File: config.mk
export PLATFORM = sky130hd
export DESIGN_NAME = line_match
export DESIGN_NICKNAME = d
export VERILOG_FILES = /design/src/rtl/connect4_pkg.sv /design/src/rtl/line_match.sv
export SDC_FILE = /design/constraint.sdc
export NUM_CORES = 1
export LEC_CHECK = 0
export ABC_CLOCK_PERIOD_IN_PS = 800
export CAP_MARGIN = 25
export CORE_AREA = 5 5 42 44
export DETAILED_ROUTE_END_ITERATION = 6
export DIE_AREA = 0 0 47 49
export SYNTH_ARGS = -nofsm -noshare
export SYNTH_HDL_FRONTEND = slang
export SYNTH_SLANG_ARGS = --single-unit
File: constraint.sdc
create_clock -name vclk -period 0.8
set_input_delay 0.12 -clock vclk [all_inputs]
set_output_delay 0.12 -clock vclk [all_outputs]
set_load 0.03 [all_outputs]
File: src/rtl/connect4_pkg.sv
// -----------------------------------------------------------------------------
// connect4_pkg
// Shared definitions for the Connect Four blocks: board dimensions, the
// two-bit cell code and the four line directions used when reporting a win.
// No ports (package).
// -----------------------------------------------------------------------------
package connect4_pkg;

  localparam int ROWS = 6;
  localparam int COLS = 7;

  // Cell codes as stored in the board array
  typedef enum logic [1:0] {
    EMPTY   = 2'd0,
    P1      = 2'd1,
    P2      = 2'd2,
    INVALID = 2'd3
  } cell_t;

  // Direction of a four-in-a-row line, measured from its anchor cell
  typedef enum logic [1:0] {
    H  = 2'd0,  // horizontal, to the right
    V  = 2'd1,  // vertical, downward
    DR = 2'd2,  // diagonal down-right
    DL = 2'd3   // diagonal down-left
  } dir_t;

endpackage

File: src/rtl/line_match.sv
// -----------------------------------------------------------------------------
// line_match
// Combinational check of four cell codes for a four-in-a-row line.
// Ports:
//   c0..c3  in  [1:0]  cell codes, c0 is the anchor cell
//   match   out        all four equal and owned by player 1 or 2
//   player  out [1:0]  winning player code when match, otherwise 0
// -----------------------------------------------------------------------------
module line_match
  import connect4_pkg::*;
(
  input  logic [1:0] c0,
  input  logic [1:0] c1,
  input  logic [1:0] c2,
  input  logic [1:0] c3,
  output logic       match,
  output logic [1:0] player
);

  logic anchor_is_player;

  // Empty and invalid cells can never form a line, even four in a row
  assign anchor_is_player = (c0 == P1) || (c0 == P2);

  assign match  = anchor_is_player && (c1 == c0) && (c2 == c0) && (c3 == c0);
  assign player = match ? c0 : 2'd0;

endmodule

==> metrics.sh, run 1 <==
GRT_USE_TOTAL_PCT=3.230
WORSTPATHARRIVAL_NS=0.88
POST_SYNTH_NUM_CELL_TYPES=5
SYNTHXORXNORAREAFRAC_PCT=0
HOLD_VIOL_FINAL=0
PLACE_CONGESTION=0.6926
SYNTH-ADDER-AREA-SHARE_PCT=0
LAYOUT_WORST_PATH_CYCLE_SHARE_PCT=125.1
MET1WIRELENGTH_UM=168
SWITCHING_SHARE_PCT=32.01
DETAIL_ROUTE.FIRST_PASS.ITERATIONS=2
ANTENNA_FOUND_INITIAL=0
POSTLAYOUTCELLAREA_UM2=241.5
CLOCK.FMAX_GHz=0.9989
WORST-PATH-STAGES=5
SYNTH.MOST_COMMON_CELL='sky130_fd_sc_hd__nand4bb_1'
ROUTED_WIRELENGTH_UM=342
SYNTH_AREA_PER_CELL_UM2=8.580
PLACED_CELL_AREA_UM2=232.7
CP_SLOWEST_CELL='sky130_fd_sc_hd__nand4bb_4'
SYN-INSTANCE-COUNT=7
POWER.DENSITY_CELL_AREA_mW_PER_MM2=296.2
DR_WL_MET3_UM=76
LIBRARY_CELL_OCCUPYING_THE_MOST_AREA_IN_THE_POST_SYNTHESIS_NETLIST='sky130_fd_sc_hd__nand4bb_1'
MAX_CAP_VIOLATIONS=0
SEQ_CELL_COUNT=0
GRT_START_MAX_NET_PINS=3
NETLIST_AREA_UM2=60.06
WIRELENGTH_PER_CELL_UM=9.243
MAXUSEDROUTINGLAYER='met3'
POWER.STATIC_LEAKAGE_nW=0.09904
POST-ROUTE-MIN-PERIOD_NS=1.001
FINAL_ANTENNA_NET_COUNT=0
CRITICAL_PATH.CELL_CHAIN='buf_6 -> nand4bb_4 -> nor4_4 -> or2_1 -> buf_6'
CP_COMMON_CELL='sky130_fd_sc_hd__buf_6'
LARGEST_STAGE_DELAY_ON_THE_CRITICAL_PATH_NS=0.22
SEQUENTIAL_CELL_AREA_UM2=0
TIMING.CRITICAL_PATH.MAX_DELAY_FAMILY='simple AND/OR/NAND/NOR gates'
DR_TOTAL_VIAS=115
POWER.CLOCK.FRACTION_PCT=0
YOSYSWARNINGCOUNT=0
FLOORPLAN.ROWS=14
SYNTH_TOP_CELLS_BY_AREA='sky130_fd_sc_hd__nand4bb_1 (56%), sky130_fd_sc_hd__nor4_2 (21%), sky130_fd_sc_hd__or2_1 (10%)'
CRITPATHCAPTURE='match'
VIAS_IN_THE_FIRST_GLOBAL_ROUTE=124
SETUP.WORST_PATH.START_CLASS='input pin'
FIN_WORST_HOLD_SLACK_NS=0.6453
ROUTE.MET2.WL_UM=97
FLOORPLAN.IO_PINS=11
SETUP.WORST_PATH.CLASS='in -> out'
CORE_MM2=0.001401
SYNTH_MUX_AREA_SHARE_PCT=0
GRT.OVERFLOW.TOTAL=0
FILLERINSTANCES=165
STARTPOINT_OF_THE_WORST_SETUP_TIMING_PATH='c1[1]'
POWER.INTERNAL_uW=48.63
DRT-VIAS-PER-INSTANCE=3.108
SETUP_REPAIR_AFTER_GLOBAL_ROUTING_MISSED_ITS_MARGIN='yes'
CLOCK_BUFFERS=0
HOLD_DEPTH=4
SYNTH_TOP_FAMILY_BY_AREA='simple AND/OR/NAND/NOR gates'
SYNTH_NETS=15
INITIAL_CORE_UTILIZATION_PCT=4.286
ANTENNADIODECOUNT=0
SWITCHING_PWR_uW=22.89
MIN_PATH_TYPE='in -> out'
SYNTHTOPCELLSBYCOUNT='sky130_fd_sc_hd__nand4bb_1 (3), sky130_fd_sc_hd__nand2_1 (1), sky130_fd_sc_hd__nor2_1 (1), sky130_fd_sc_hd__nor4_2 (1), sky130_fd_sc_hd__or2_1 (1)'
FINAL_CRITICAL_PATH_SETUP_SLACK_NS=-0.2011
GRT_FIRST_PASS_WIRELENGTH_UM=593
WORSTPATHMAXFANOUT=2
DRIVE_ABOVE_1_SHARE_PCT=80.95
WORSTPATHBUFFERINVERTERCOUNT=2
WORSTSETUPENDPOINTTYPE='primary output'
SYNTH.YOSYS.SEQ_AREA_SHARE_PCT=0
FIN_NETS=31
STATUS='finished with violations'
SYNTH-SIMPLE-AREA-SHARE_PCT=100.0
CP.REQUIRED_NS=0.68
DIEWIDTH_UM=47
DIE-AREA_MM2=0.002303
IR_DROP_uV=93.93
SEQUENTIALPOWERSHARE_PCT=0
WORSTMARGINPINSLEW_NS=0.2220
VIOLATIONS_IN_THE_FINAL_REPORTS='negative setup slack'
DRC=0
TIMING_MAX_TRANSITION_VIOLATIONS_FINAL=0
FP.DIEH_UM=49
SYNTH_COMPOUND_GATE_AREA_SHARE_PCT=0
POST-SYNTH-TOP-AREA-FRACTION_PCT=56.25
PORTBUFFERS=11
DRT-INITIAL-DRC-COUNT=1
AREA_GROWTH_SYN_TO_LAYOUT_PCT=302.1
TIMING.SLEW.HEADROOM_PCT=85.09
HOLD_BUFFER_COUNT_AT_CTS=0
TOTAL_SETUP_VIOLATIONS_REPORTED_AT_THE_END_OF_THE_FLOW=3
POWER.COMBINATIONAL.FRACTION_PCT=100.0
worst min path at each step:
stage	from	end	slack [ns]
global route	c2[1]	player[0]	0.68
CTS	c2[1]	player[0]	0.65
finish	c2[1]	player[0]	0.65
detailed placement	c2[1]	player[0]	1.10
global placement	c1[0]	player[0]	1.09
floorplan	c2[1]	player[0]	0.29
cells in the final DEF (no fill, tap or decap):
master and instances:
sky130_fd_sc_hd__buf_6 9, sky130_fd_sc_hd__buf_2 2, sky130_fd_sc_hd__nand4bb_1 2, sky130_fd_sc_hd__nor4_4 1, sky130_fd_sc_hd__or2_1 1, sky130_fd_sc_hd__buf_4 3, sky130_fd_sc_hd__nor2_2 1, sky130_fd_sc_hd__nand2_1 1
sky130_fd_sc_hd__nand4bb_4 1
power by group through the flow:
| stage | Clock (mW) | Sequential [mW] | Combinational, mW |
|---|---|---|---|
| final | 0 | 0 | 0.0715 |
| after global placement | 0 | 0 | 0.0726 |
| after floorplan | 0 | 0 | 0.0178 |
| after global routing | 0 | 0 | 0.0771 |
| after detailed placement | 0 | 0 | 0.0738 |
| after CTS | 0 | 0 | 0.0668 |
kinds of logic after synthesis:
logic type,count (synthesis)
AND/OR/NAND/NOR,7
cell type report:
class	count	area [um^2]	area share, %
repair buffers	14	133.9	55.44
multi-input cells	7	87.58	36.27
well taps	16	20.02	8.290
per-layer routing:
metal	GRT usage (%)	vias to the layer above
met5	0	-
met4	0	0
met3	1.107	0
met2	4.299	11
met1	5.229	45
li1	-	59
through the flow:
| step | setup slack [ns] | utilization [%] | total power [mW] | cells | TNS, ns |
|---|---|---|---|---|---|
| 4_1_cts | -0.2946 | 16.34 | 0.06682 | 37 | -0.6903 |
| 3_5_place_dp | -0.5739 | 16.61 | 0.07382 | 37 | -1.653 |
| 5_1_grt | -0.2685 | 17.23 | 0.07706 | 37 | -0.6738 |
| 3_3_place_gp | -0.5597 | 16.61 | 0.07256 | 37 | -1.641 |
| 2_1_floorplan | -0.3794 | - | 0.01783 | 7 | -0.4104 |
| 6_report | -0.2011 | 17.23 | 0.07152 | 37 | -0.4942 |
timing repair:
| action | CTS | global route |
|---|---|---|
| pin swaps | 6 | 5 |
| setup endpoints to repair | 3 | 3 |
| gates resized for setup | 40 | 2 |
| buffers inserted | 0 | 0 |
(Power assumes the default switching activity.)
==> run 2: changes to the inputs <==
- ABC_CLOCK_PERIOD_IN_PS: 800 -> 1290
- CAP_MARGIN: 25 -> 10
- clock period: 0.8 -> 1.29 ns (I/O delays scaled with it)
==> metrics.sh, run 2 (synthesis results as in run 1) <==
STATUS='finished, final reports clean'
FP.DIEH_UM=49  # unchanged
WORSTPATHBUFFERINVERTERCOUNT=2  # unchanged
HOLD_DEPTH=4  # unchanged
HOLD_VIOL_FINAL=0  # unchanged
ROUTED_WIRELENGTH_UM=313  # -8.5%
POST-ROUTE-MIN-PERIOD_NS=1.213
CP.REQUIRED_NS=1.10  # +0.42 ns
MAX_CAP_VIOLATIONS=0  # unchanged
POWER.INTERNAL_uW=22.26  # -54%
CP_SLOWEST_CELL='sky130_fd_sc_hd__dlygate4sd2_1'
UTILIZATION_PCT=15.36  # -1.9 points
IR_DROP_uV=35.20  # -63%
SEQUENTIALPOWERSHARE_PCT=0  # unchanged
MIN_TO='player[0]'
HOLD_BUFFER_COUNT_AT_CTS=0  # unchanged
PORTBUFFERS=11  # unchanged
FILLERINSTANCES=167  # +1.2%
TIMING.CRITICAL_PATH.MAX_DELAY_FAMILY='simple AND/OR/NAND/NOR gates'
SWITCHING_PWR_uW=16.20  # -29%
SEQ_CELL_COUNT=0  # unchanged
VIAS_IN_THE_FIRST_GLOBAL_ROUTE=116  # -6.5%
FINAL_ANTENNA_NET_COUNT=0  # unchanged
ANTENNADIODECOUNT=0  # unchanged
WIRELENGTH_PER_CELL_UM=9.206  # -0.40%
INITIAL_CORE_UTILIZATION_PCT=4.286  # unchanged
WORSTPATHMAXFANOUT=2  # unchanged
DRT-VIAS-PER-INSTANCE=3.235  # +4.1%
DR_TOTAL_VIAS=110  # -4.3%
FLOORPLAN.IO_PINS=11  # unchanged
DPL.CELL_COUNT=34  # -8.1%
MOSTFREQUENTLAYOUTCELLS='sky130_fd_sc_hd__dlygate4sd2_1 (4), sky130_fd_sc_hd__nand4bb_4 (2), sky130_fd_sc_hd__buf_2 (2), sky130_fd_sc_hd__buf_4 (2)'
DIE-AREA_MM2=0.002303  # unchanged
CTS_SETUP_BUFFERS=0  # unchanged
GRT_FIRST_PASS_WIRELENGTH_UM=496  # -16%
WORSTPATHARRIVAL_NS=1.02  # +0.14 ns
POWER.STATIC_LEAKAGE_nW=0.07921  # -20%
DIEWIDTH_UM=47  # unchanged
FINAL_COMMON_CELL='sky130_fd_sc_hd__dlygate4sd2_1'
WORSTSETUPENDPOINTTYPE='primary output'
CRITICAL_PATH.CELL_CHAIN='dlygate4sd2_1 -> nand4bb_1 -> nor2_4 -> or2_1 -> buf_6'
PLACE_CONGESTION=0.5719  # -17%
REPORT.POWER.TOTAL_uW=38.46  # -46%
ANTENNA_FOUND_INITIAL=0  # unchanged
POWER.CLOCK.FRACTION_PCT=0  # unchanged
MIN_PATH_TYPE='in -> out'
DRIVE_ABOVE_1_SHARE_PCT=55.56  # -25 points
SETUP.WORST_PATH.CLASS='in -> out'
AREA_GROWTH_SYN_TO_LAYOUT_PCT=258.3
GRT_START_MAX_NET_PINS=3  # unchanged
LAYOUT_WORST_PATH_CYCLE_SHARE_PCT=94.05
TIMING_MAX_TRANSITION_VIOLATIONS_FINAL=0  # unchanged
WORSTMARGINPINSLEW_NS=0.2103  # -0.01171 ns
CORE_MM2=0.001401  # unchanged
SETUP.WORST_PATH.START_CLASS='input pin'
POWER.DENSITY_CELL_AREA_mW_PER_MM2=178.7  # -40%
GRT_USE_TOTAL_PCT=2.737  # -0.49 points
CLOCK.FMAX_GHz=0.8243
DETAIL_ROUTE.FIRST_PASS.ITERATIONS=2  # unchanged
FINAL_CELLS=34  # -8.1%
TIMING.SLEW.HEADROOM_PCT=85.88  # +0.79 points
SEQUENTIAL_CELL_AREA_UM2=0  # unchanged
SWITCHING_SHARE_PCT=42.13  # +10 points
GRT.OVERFLOW.TOTAL=0  # unchanged
DRC=0  # unchanged
FIN_NETS=28  # -9.7%
MIN_FROM='c2[0]'
LARGEST_STAGE_DELAY_ON_THE_CRITICAL_PATH_NS=0.26  # +0.04 ns
FLOORPLAN.ROWS=14  # unchanged
DRT-INITIAL-DRC-COUNT=1  # unchanged
TOTAL_SETUP_VIOLATIONS_REPORTED_AT_THE_END_OF_THE_FLOW=0  # -3
CLOCK_BUFFERS=0  # unchanged
POWER.COMBINATIONAL.FRACTION_PCT=100.0  # about the same
-- run 2: cell types whose count changed in the layout (fill, tap and decap cells not counted), sizes merged --
cell,change
buf,-9
dlygate4sd2,+4
clkbuf,+1
clkdlybuf4s15,+1
-- run 2: what timing repair did --
| item | 4_1_cts | 5_1_grt |
|---|---|---|
| setup endpoints to repair | 3 | 1 |
| hold endpoints to repair | 0 | 0 |
| resized for setup | 18 | 3 |
| pin swaps | 6 | 2 |
-- run 2: worst max path at each step --
stage | from | to | slack, ns | depth (start not counted)
2_1_floorplan | c1[1] | match | -0.05 | 3
3_3_place_gp | c1[1] | match | -0.24 | 5
3_5_place_dp | c1[1] | match | -0.26 | 5
4_1_cts | c0[0] | match | 0.01 | 5
5_1_grt | c3[0] | match | -0.008 | 5
6_report | c2[1] | match | 0.08 | 5
-- run 2: cell type report --
cell class	instances	area, um^2	area share, %
tap	16	20.02	9.302
timing repair buffer	11	86.33	40.12
multi-input combinational	7	108.9	50.58
-- run 2: metal layers --
layer	share of wire, %	global-route usage (%)
met5	0	0
met4	0	0
met3	21	1.107
met2	33	3.846
met1	46	4.130
-- run 2: metrics by stage --
stage / hold WS [ns] / setup TNS (ns) / instance area (um^2) / worst slack, ns
6_report: 0.7960 / 0 / 215.2 / 0.07680
5_1_grt: 0.8156 / -0.007962 / 215.2 / -0.007962
4_1_cts: 0.8242 / 0 / 198.9 / 0.009787
3_5_place_dp: 1.124 / -0.4858 / 193.9 / -0.2571
3_3_place_gp: 1.125 / -0.4574 / 193.9 / -0.2364
2_1_floorplan: 0.4357 / -0.05022 / 71.32 / -0.05022
-- run 2: power by group through the flow --
stage	sequential (mW)	combinational (mW)	clock, mW
after CTS	0	0.0337	0
after global routing	0	0.0411	0
after global placement	0	0.0376	0
after floorplan	0	0.00829	0
final	0	0.0385	0
after detailed placement	0	0.0377	0
==> run 3: changes to the inputs <==
- GPL_TIMING_DRIVEN: default -> 0
==> metrics.sh, run 3 (synthesis results as in run 1) <==
CP_SLOWEST_CELL='sky130_fd_sc_hd__nor4_4'
WORSTPATHBUFFERINVERTERCOUNT=2  # unchanged
MAX_CAP_VIOLATIONS=0  # unchanged
PLACE_CONGESTION=0.5693  # -0.45%
TOTAL_SETUP_VIOLATIONS_REPORTED_AT_THE_END_OF_THE_FLOW=0  # unchanged
GRT.OVERFLOW.TOTAL=0  # unchanged
WORSTPATHARRIVAL_NS=1.02  # about the same
AREA_GROWTH_SYN_TO_LAYOUT_PCT=214.6
FP.DIEH_UM=49  # unchanged
GLOBAL_ROUTE.PEAK_USAGE_LAYER='met2'
SETUP.WORST_PATH.CLASS='in -> out'
TIMING_MAX_TRANSITION_VIOLATIONS_FINAL=0  # unchanged
WORSTMARGINPINSLEW_NS=0.2018  # -0.008464 ns
INITIAL_CORE_UTILIZATION_PCT=4.286  # unchanged
FILLERINSTANCES=168  # +0.60%
DRC=0  # unchanged
CLOCK_BUFFERS=0  # unchanged
HOLD_VIOL_FINAL=0  # unchanged
DR_TOTAL_VIAS=110  # unchanged
SETUP_REPAIR_AFTER_GLOBAL_ROUTING_MISSED_ITS_MARGIN='no'
CORE_MM2=0.001401  # unchanged
LAYOUT_WORST_PATH_CYCLE_SHARE_PCT=94.21  # +0.16 points
FLOORPLAN.IO_PINS=11  # unchanged
DRT-VIAS-PER-INSTANCE=3.235  # unchanged
GRT_USE_MET3_PCT=1.107  # unchanged
CTS_SETUP_BUFFERS=0  # unchanged
SEQUENTIAL_CELL_AREA_UM2=0  # unchanged
GRT_START_MAX_NET_PINS=3  # unchanged
POWER.STATIC_LEAKAGE_nW=0.07565  # -4.5%
ANTENNADIODECOUNT=0  # unchanged
MIN_PATH_TYPE='in -> out'
VIAS_IN_THE_FIRST_GLOBAL_ROUTE=107  # -7.8%
DIE-AREA_MM2=0.002303  # unchanged
FIN_NETS=28  # unchanged
DRIVE_ABOVE_1_SHARE_PCT=50.00  # -5.6 points
WORSTSETUPENDPOINTTYPE='primary output'
LARGEST_STAGE_DELAY_ON_THE_CRITICAL_PATH_NS=0.28  # +0.02 ns
MOSTFREQUENTLAYOUTCELLS='sky130_fd_sc_hd__buf_2 (4), sky130_fd_sc_hd__dlygate4sd2_1 (4), sky130_fd_sc_hd__nand4bb_1 (2)'
IR_DROP_uV=34.65  # -1.6%
FLOORPLAN.ROWS=14  # unchanged
CP.REQUIRED_NS=1.10  # about the same
PORTBUFFERS=11  # unchanged
UTILIZATION_PCT=13.48  # -1.9 points
POST-ROUTE-MIN-PERIOD_NS=1.215  # +0.002071 ns
TIMING.CRITICAL_PATH.MAX_DELAY_FAMILY='simple AND/OR/NAND/NOR gates'
POWER.DENSITY_CELL_AREA_mW_PER_MM2=172.3  # -3.6%
DETAIL_ROUTE.FIRST_PASS.ITERATIONS=1  # -1
TIMING.SLEW.HEADROOM_PCT=86.45  # +0.57 points
MIN_FROM='c0[0]'
FINAL_ANTENNA_NET_COUNT=0  # unchanged
WIRELENGTH_PER_CELL_UM=8.176  # -11%
GLOBAL_ROUTE.USAGE.MET1_PCT=2.832  # -1.3 points
GRT_USE_TOTAL_PCT=2.247  # -0.49 points
CLOCK.FMAX_GHz=0.8229  # -0.17%
ANTENNA_FOUND_INITIAL=0  # unchanged
DRT-INITIAL-DRC-COUNT=0  # -1
GRT_FIRST_PASS_WIRELENGTH_UM=414  # -17%
CRITICAL_PATH.CELL_CHAIN='dlygate4sd2_1 -> nor4_4 -> or2_1 -> buf_6'
DIEWIDTH_UM=47  # unchanged
STATUS='finished, final reports clean'
SEQ_CELL_COUNT=0  # unchanged
GLOBAL_ROUTE_MET2_USAGE_PCT=3.620  # -0.23 points
MIN_TO='player[0]'
ROUTED_WIRELENGTH_UM=278  # -11%
HOLD_DEPTH=4  # unchanged
FIN_WORST_HOLD_SLACK_NS=0.8003  # +0.004321 ns
SETUP.WORST_PATH.START_CLASS='input pin'
WORSTPATHMAXFANOUT=2  # unchanged
==> run 3: worst max path at each step <==
stage               startpoint  endpoint  slack (ns)  cells past startpoint
floorplan                c1[1]     match       -0.05                      3
global placement         c1[1]     match       -0.76                      5
detailed placement       c1[1]     match       -0.78                      5
CTS                      c0[0]     match       0.006                      5
global route             c2[0]     match       0.002                      5
finish                   c2[1]     match        0.07                      4
==> run 3: cell type report <==
class	instances	area, um^2	share of cell area [%]
multi-input cells	7	87.58	46.36
repair buffers	11	81.33	43.05
well taps	16	20.02	10.60
==> run 3: per-stage QoR <==
stage	cell area [um^2]	TNS (ns)	setup slack, ns	cells	power [mW]
floorplan	71.32	-0.05022	-0.05022	7	0.008286
global placement	201.4	-2.029	-0.7614	34	0.03776
detailed placement	201.4	-2.045	-0.7760	34	0.03837
CTS	193.9	0	0.005689	34	0.03408
global route	188.9	0	0.002262	34	0.03522
finish	188.9	0	0.07473	34	0.03255
==> run 3: power breakdown <==
| group | leakage, nW | switching [mW] | internal (mW) | total (mW) |
|---|---|---|---|---|
| Clock | 0 | 0 | 0 | 0 |
| Sequential | 0 | 0 | 0 | 0 |
| Combinational | 0.0756 | 0.0133 | 0.0193 | 0.0325 |
| Total | 0.0756 | 0.0133 | 0.0193 | 0.0325 |
==> run 3: layer usage <==
metal	vias to the layer above	routed length, um
li1	51	-
met1	48	103
met2	11	90
met3	0	84
met4	0	0
met5	-	0
==> run 3: repair_timing <==
| item | in CTS | in global routing |
|---|---|---|
| resized for setup | 34 | 1 |
| hold buffers | 0 | 0 |
| pin swaps | 6 | 2 |
| setup endpoints to repair | 3 | 1 |
